$ cat config.mk
export PLATFORM = sky130hd
export DESIGN_NAME = mtime_counter
export DESIGN_NICKNAME = d
export VERILOG_FILES = /design/src/rtl/soc_mmio_pkg.sv /design/src/rtl/mtime_prescaler.sv /design/src/rtl/mtime_counter.sv
export SDC_FILE = /design/constraint.sdc
export NUM_CORES = 1
export LEC_CHECK = 0
export ABC_AREA = 1
export BUFFER_PORTS_ARGS = -buffer_cell sky130_fd_sc_hd__buf_2
export CORE_MARGIN = 3
export CORE_UTILIZATION = 60
export CTS_CLUSTER_SIZE = 12
export DETAILED_ROUTE_END_ITERATION = 10
export PLACE_DENSITY_LB_ADDON = 0.25
export SLEW_MARGIN = 5
export SYNTH_ARGS = -nofsm -noshare
export SYNTH_HDL_FRONTEND = slang
export SYNTH_SLANG_ARGS = --single-unit
$ cat constraint.sdc
create_clock -name clk -period 5.4 [get_ports clk]
set_input_delay 0.81 -clock clk [delete_from_list [all_inputs] [get_ports clk]]
set_output_delay 0.81 -clock clk [all_outputs]
set_load 0.1 [all_outputs]
$ cat src/rtl/soc_mmio_pkg.sv
// Shared MMIO definitions for the timer block and the CLINT.
// Holds register offsets, CTRL bit indices, widths, a register-select enum
// and the byte-lane merge used for wmask writes.
package soc_mmio_pkg;

  localparam int unsigned XLEN     = 32;
  localparam int unsigned STRB_W   = XLEN / 8;
  localparam int unsigned MTIME_W  = 64;
  localparam int unsigned DIV_W    = 16;

  localparam int unsigned CTRL_OFS    = 0;
  localparam int unsigned LOAD_LO_OFS = 4;
  localparam int unsigned LOAD_HI_OFS = 8;

  localparam int unsigned EN_BIT  = 0;
  localparam int unsigned CLR_BIT = 1;

  typedef enum logic [1:0] {
    REG_NONE = 2'd0,
    REG_CTRL = 2'd1,
    REG_LO   = 2'd2,
    REG_HI   = 2'd3
  } reg_sel_e;

  // Replace only the byte lanes whose strobe is set.
  function automatic logic [XLEN-1:0] byte_merge(input logic [XLEN-1:0]   old_v,
                                                 input logic [XLEN-1:0]   new_v,
                                                 input logic [STRB_W-1:0] mask);
    logic [XLEN-1:0] r;
    r = old_v;
    for (int b = 0; b < int'(STRB_W); b++) begin
      if (mask[b]) r[8*b +: 8] = new_v[8*b +: 8];
    end
    return r;
  endfunction

endpackage

$ cat src/rtl/mtime_prescaler.sv
// Prescaler for the machine timer: emits one increment per eff_div enabled cycles.
// Ports:
//   clk, resetn  - clock, synchronous active-low reset
//   div_i        - period in clk cycles (0 behaves as 1)
//   enable_i     - count enable; when low the phase is held at 0
//   restart_i    - counter clear/load this edge: drop any due tick, restart phase
//   tick_o       - registered pulse, coincident with the counter update
//   inc_c        - combinational increment decision for the counter this edge
module mtime_prescaler
  import soc_mmio_pkg::*;
(
  input  logic             clk,
  input  logic             resetn,
  input  logic [DIV_W-1:0] div_i,
  input  logic             enable_i,
  input  logic             restart_i,
  output logic             tick_o,
  output logic             inc_c
);

  logic [DIV_W-1:0] presc_q, presc_d;
  logic [DIV_W-1:0] last_c;
  logic             tick_d;

  // ">=" lets a lowered div take effect without wrapping the full 16-bit range.
  always_comb begin
    last_c  = (div_i == '0) ? '0 : div_i - DIV_W'(1);
    inc_c   = enable_i && !restart_i && (presc_q >= last_c);
    tick_d  = inc_c;
    presc_d = presc_q + DIV_W'(1);
    if (restart_i || !enable_i || inc_c) presc_d = '0;
  end

  always_ff @(posedge clk) begin
    if (!resetn) begin
      presc_q <= '0;
      tick_o  <= 1'b0;
    end else begin
      presc_q <= presc_d;
      tick_o  <= tick_d;
    end
  end

endmodule

$ cat src/rtl/mtime_counter.sv
// Free-running 64-bit mtime source for the CLINT, with prescaler and a
// 3-word MMIO window (CTRL, LOAD_LO, LOAD_HI) for start/stop/clear/set.
// Ports:
//   clk, resetn    - clock, synchronous active-low reset
//   valid, addr    - bus request and byte address
//   wmask, wdata   - byte strobes (0 = read) and write data
//   div            - prescaler period in clk cycles (0 behaves as 1)
//   rdata          - read data, combinational from addr (0 on miss)
//   is_valid       - request hits the window
//   ready          - is_valid delayed one cycle
//   tick           - one-cycle pulse per mtime increment
//   timer_counter  - current mtime
module mtime_counter
  import soc_mmio_pkg::*;
#(
  parameter logic [XLEN-1:0] BASE_ADDR = 32'h1100_C000,
  parameter logic            EN_RESET  = 1'b1
) (
  input  logic               clk,
  input  logic               resetn,
  input  logic               valid,
  input  logic [XLEN-1:0]    addr,
  input  logic [STRB_W-1:0]  wmask,
  input  logic [XLEN-1:0]    wdata,
  input  logic [DIV_W-1:0]   div,
  output logic [XLEN-1:0]    rdata,
  output logic               is_valid,
  output logic               ready,
  output logic               tick,
  output logic [MTIME_W-1:0] timer_counter
);

  reg_sel_e           sel_c;
  logic               ctrl_we_c, clr_c, commit_c, inc_c;
  logic               en_q, en_d;
  logic [XLEN-1:0]    lo_q, lo_d, hi_q, hi_d;
  logic [MTIME_W-1:0] cnt_q, cnt_d;
  logic               ready_q;

  // Address decode; the select is REG_NONE whenever valid is low.
  always_comb begin
    sel_c = REG_NONE;
    if (valid) begin
      if      (addr == BASE_ADDR + XLEN'(CTRL_OFS))    sel_c = REG_CTRL;
      else if (addr == BASE_ADDR + XLEN'(LOAD_LO_OFS)) sel_c = REG_LO;
      else if (addr == BASE_ADDR + XLEN'(LOAD_HI_OFS)) sel_c = REG_HI;
    end
  end

  assign is_valid = (sel_c != REG_NONE);

  // Register writes, commit/clear decisions and next counter value.
  always_comb begin
    ctrl_we_c = (sel_c == REG_CTRL) && wmask[0];
    en_d      = ctrl_we_c ? wdata[EN_BIT] : en_q;
    clr_c     = ctrl_we_c && wdata[CLR_BIT];
    lo_d      = lo_q;
    hi_d      = hi_q;
    commit_c  = 1'b0;
    if ((sel_c == REG_LO) && (wmask != '0)) lo_d = byte_merge(lo_q, wdata, wmask);
    if ((sel_c == REG_HI) && (wmask != '0)) begin
      hi_d     = byte_merge(hi_q, wdata, wmask);
      commit_c = 1'b1;
    end
    cnt_d = cnt_q;
    if (clr_c)         cnt_d = '0;
    else if (commit_c) cnt_d = {hi_d, lo_q};
    else if (inc_c)    cnt_d = cnt_q + MTIME_W'(1);
  end

  // Readback; clear is write-only and reads 0.
  always_comb begin
    rdata = '0;
    case (sel_c)
      REG_CTRL: rdata[EN_BIT] = en_q;
      REG_LO:   rdata = lo_q;
      REG_HI:   rdata = hi_q;
      default:  rdata = '0;
    endcase
  end

  // Enable must be high both before and after this edge, so a write that
  // disables drops a due tick and a re-enable starts a full period.
  mtime_prescaler u_presc (
    .clk       (clk),
    .resetn    (resetn),
    .div_i     (div),
    .enable_i  (en_q && en_d),
    .restart_i (clr_c || commit_c),
    .tick_o    (tick),
    .inc_c     (inc_c)
  );

  always_ff @(posedge clk) begin
    if (!resetn) begin
      en_q    <= EN_RESET;
      lo_q    <= '0;
      hi_q    <= '0;
      cnt_q   <= '0;
      ready_q <= 1'b0;
    end else begin
      en_q    <= en_d;
      lo_q    <= lo_d;
      hi_q    <= hi_d;
      cnt_q   <= cnt_d;
      ready_q <= is_valid;
    end
  end

  assign ready         = ready_q;
  assign timer_counter = cnt_q;

endmodule

==> flow_summary_export.csv <==
group,metric,value,unit
synth,ys_ff_latch,147,
pwr,p_int,1.87,mW
timing,max_freq,229,MHz
cts,cts_htree_levels,4,
timing,clock_skew,0.00762,ns
placed_design,hpwl,26400,um
synth,synth_area_leaders,"dfxtp_1 (29%), nand2_1 (17%), nand3_1 (11%)",
cts,clockBufferDepth,2,
synth,synthFlopType,"dfxtp_1",
floorplan,die_w,136,um
layout,layout-drive-gt1-share,14.0,%
floorplan,start_util,62.2,%
timing,max_slew_margin,21.5,%
pwr,p_switching,0.611,mW
timing,maxSlewViolCount,0,
critical_path,crit_fanout,27,
grt,grt_pass1_wl,56100,um
floorplan,rows,46,
cts,hold_buffers,0,
placed_design,placement.io_buffers,185,
synth,syn_inst,1661,
synth,synth_cell_types,38,
grt,use_met2,60.2,%
cts,clk_latency,0.44,ns
detailed_routing,dr.first_iter.drc_count,1709,
detailed_routing,vias,12000,
pwr,total_leakage_power,4.68,nW
timing,setup_tns,0,ns
cts,cts_root_buf,"clkbuf_16",
layout,nNetsFinal,1908,
placed_design,place_ws,0.705,ns
grt,grt-ovfl-total,0,
pwr,power_density,214,nW/um2
layout,area_delta_synth_final,15.1,%
timing,finalSetupViolCount,0,
cts,cts_resized,0,
synth,yosysWarnings,0,
outcome,outcome,"finished clean",
detailed_routing,wl,35700,um
synth,yosys.area.top_type,"dfxtp_1",
critical_path,crit_required,5.75,ns
detailed_routing,wl_per_cell,17.6,um
grt,track_usage,38.6,%
grt,use_met3,7.69,%
floorplan,dieArea,18400,um2
detailed_routing,vias_per_cell,5.90,
pwr,p_sw_share,24.7,%
synth,syn-cell-area,10100,um2
timing,min_period_over_period,80.9,%
synth,synthArstFlopShare,0,%
pwr,clock_power_share,50.4,%
placed_design,place.gp.congestion,1.07,
floorplan,dieHeight,136,um
hold_path,hp-class,"register to register",
cts,cts_buffers,17,
run,cap_violations,0,
detailed_routing,firstDrtPassIters,7,
pwr,seq_power_share,44.0,%
critical_path,start_kind,"input pin",
floorplan,num_io_pins,186,
synth,yosysSeqAreaShare,29.2,%
timing,layout_setup_ws,1.03,ns
timing,tightest_slew,1.18,ns
floorplan,coreArea,16200,um2
cts,postCtsSetupBuffers,0,
timing,hold_violations,0,
grt,grt_max_degree,67,
critical_path,end_kind,"register",
grt,antenna_found_initial,0,
layout,fillers,1487,
detailed_routing,ant_nets,0,
grt,grt-busiest-layer,"met2",
cts,clkSlewWorstSetupHoldPaths,0.06,ns
synth,synth_edf_count,0,
cts,cts.sinks,147,
layout,n_antenna_cell,0,
synth,synth_nets,1768,
grt,grt_use_met1,52.2,%
critical_path,critical_path_arrival,4.72,ns
pwr,ir_drop,0.240,mV
detailed_routing,route.detailed.drc,0,
timing,rsz0062_at_grt,"no",
timing,fin_crit,4.37,ns
cts,cts_tree,"built",
synth,synth_top_cell_area_share,29.2,%
grt,grt_pass1_vias,10800,
synth,syn_area_per_cell,6.06,um2
pwr,p_comb_share,5.6,%
critical_path,path_class,"input pin to register",
synthesized netlist by cell type (4+ instances only):
master    number
inv_1        151
clkbuf_1      43
dfxtp_1      147
a21oi_1      149
nand2_1      469
xnor2_1       21
nand4_1       19
xor2_1        42
buf_6          7
nor3_1        47
nor2_1       173
nor3b_1        4
nand3b_1      10
o21ai_0       79
ha_1          20
nor2_2         7
and2_1         4
buf_2         19
nand2_2        5
nand3_1      212
layout by cell type, fill, tap and decap left out, types with 4 or more instances in the layout:
| cell type | count |
|---|---|
| nand3b_1 | 10 |
| clkinvlp_4 | 4 |
| a21oi_1 | 149 |
| nand2_2 | 6 |
| nor2_1 | 172 |
| inv_1 | 150 |
| nor3_1 | 47 |
| clkbuf_16 | 17 |
| xnor2_1 | 21 |
| nand3_1 | 212 |
| buf_2 | 185 |
| ha_1 | 20 |
| buf_4 | 11 |
| xor2_1 | 42 |
| o21ai_0 | 79 |
| nor2_2 | 8 |
| inv_6 | 4 |
| and2_1 | 4 |
| nor3b_1 | 4 |
| dfxtp_1 | 147 |
| nand4_1 | 19 |
| nand2_1 | 468 |
metrics by stage:
step	total power, mW	util [%]	area, um2	cells	hold WS [ns]
after global routing	2.53	71.6	11600	2029	0.481
after global placement	1.25	67.9	11000	1998	0.452
after detailed placement	1.25	67.9	11000	1998	0.455
after floorplan	1.19	-	10100	1661	0.441
final	2.48	71.6	11600	2029	0.465
after CTS	2.47	71.6	11600	2029	0.464
path summary, 6_finish.rpt:
kind	from	endpoint	slack, ns	cells after the start
worst min register to register	lo_q[0]	lo_q[0]	0.46	2
worst min-delay path	lo_q[0]	lo_q[0]	0.46	2
worst max register to register	timer_counter[20]	timer_counter[59]	2.64	11
worst max-delay path	div[0]	timer_counter[16]	1.03	21
layer usage:
layer,up-vias,wire (um)
li1,5682,-
met1,5430,14500
met2,763,15700
met3,103,3890
met4,0,1590
met5,-,0
flip-flops by register name (all words and copies together) (netlist names):
register and count:
timer_counter 64, hi_q 32, u_presc.presc_q 16, ready 1, lo_q 32, u_presc.tick_o 1, en_q 1
layout make-up:
type | count | area (um2) | share of cell area, %
clock buffers | 17 | 425 | 3.67
multi-input cells | 1285 | 6180 | 53.4
inverters | 154 | 578 | 4.99
flip-flops and latches | 147 | 2940 | 25.4
clock inverters | 14 | 178 | 1.53
well taps | 216 | 270 | 2.33
repair buffers | 196 | 1010 | 8.71
power groups by stage:
stage                     logic [mW]  clock network, mW  registers [mW]
after floorplan               0.0777                  0            1.11
after global placement         0.132                  0            1.11
after detailed placement       0.136                  0            1.11
after CTS                      0.137               1.25            1.09
after global routing           0.158               1.29            1.09
final                          0.139               1.25            1.09
worst max-delay path: stages:
cell and delay (ns):
buf_2 0.11, inv_1 0.10, nand2_1 0.09, nor3_1 0.32, nand2_1 0.15, nor3_2 0.19
inv_1 0.08, nor3_1 0.30, nand3_1 0.14, xor2_1 0.15, nand2_1 0.07, ha_1 0.29
nand2_1 0.09, nor3_1 0.30, nand3_1 0.12, nand3_1 0.16, inv_1 0.11, o21ai_4 0.45
buf_4 0.40, nand2_1 0.09, a21oi_1 0.18
kinds of logic after synthesis:
family                   count (synthesis)  synth area share [%]
buffers and inverters                  229                  9.41
AND/OR/NAND/NOR                        963                  41.2
XOR/XNOR                                63                  5.48
flip-flops                             147                  29.2
AO/OA/AOI/OAI                          239                  12.2
adder cells (fa/ha/maj)                 20                  2.49
No activity file was read; power rests on OpenSTA's default activity.
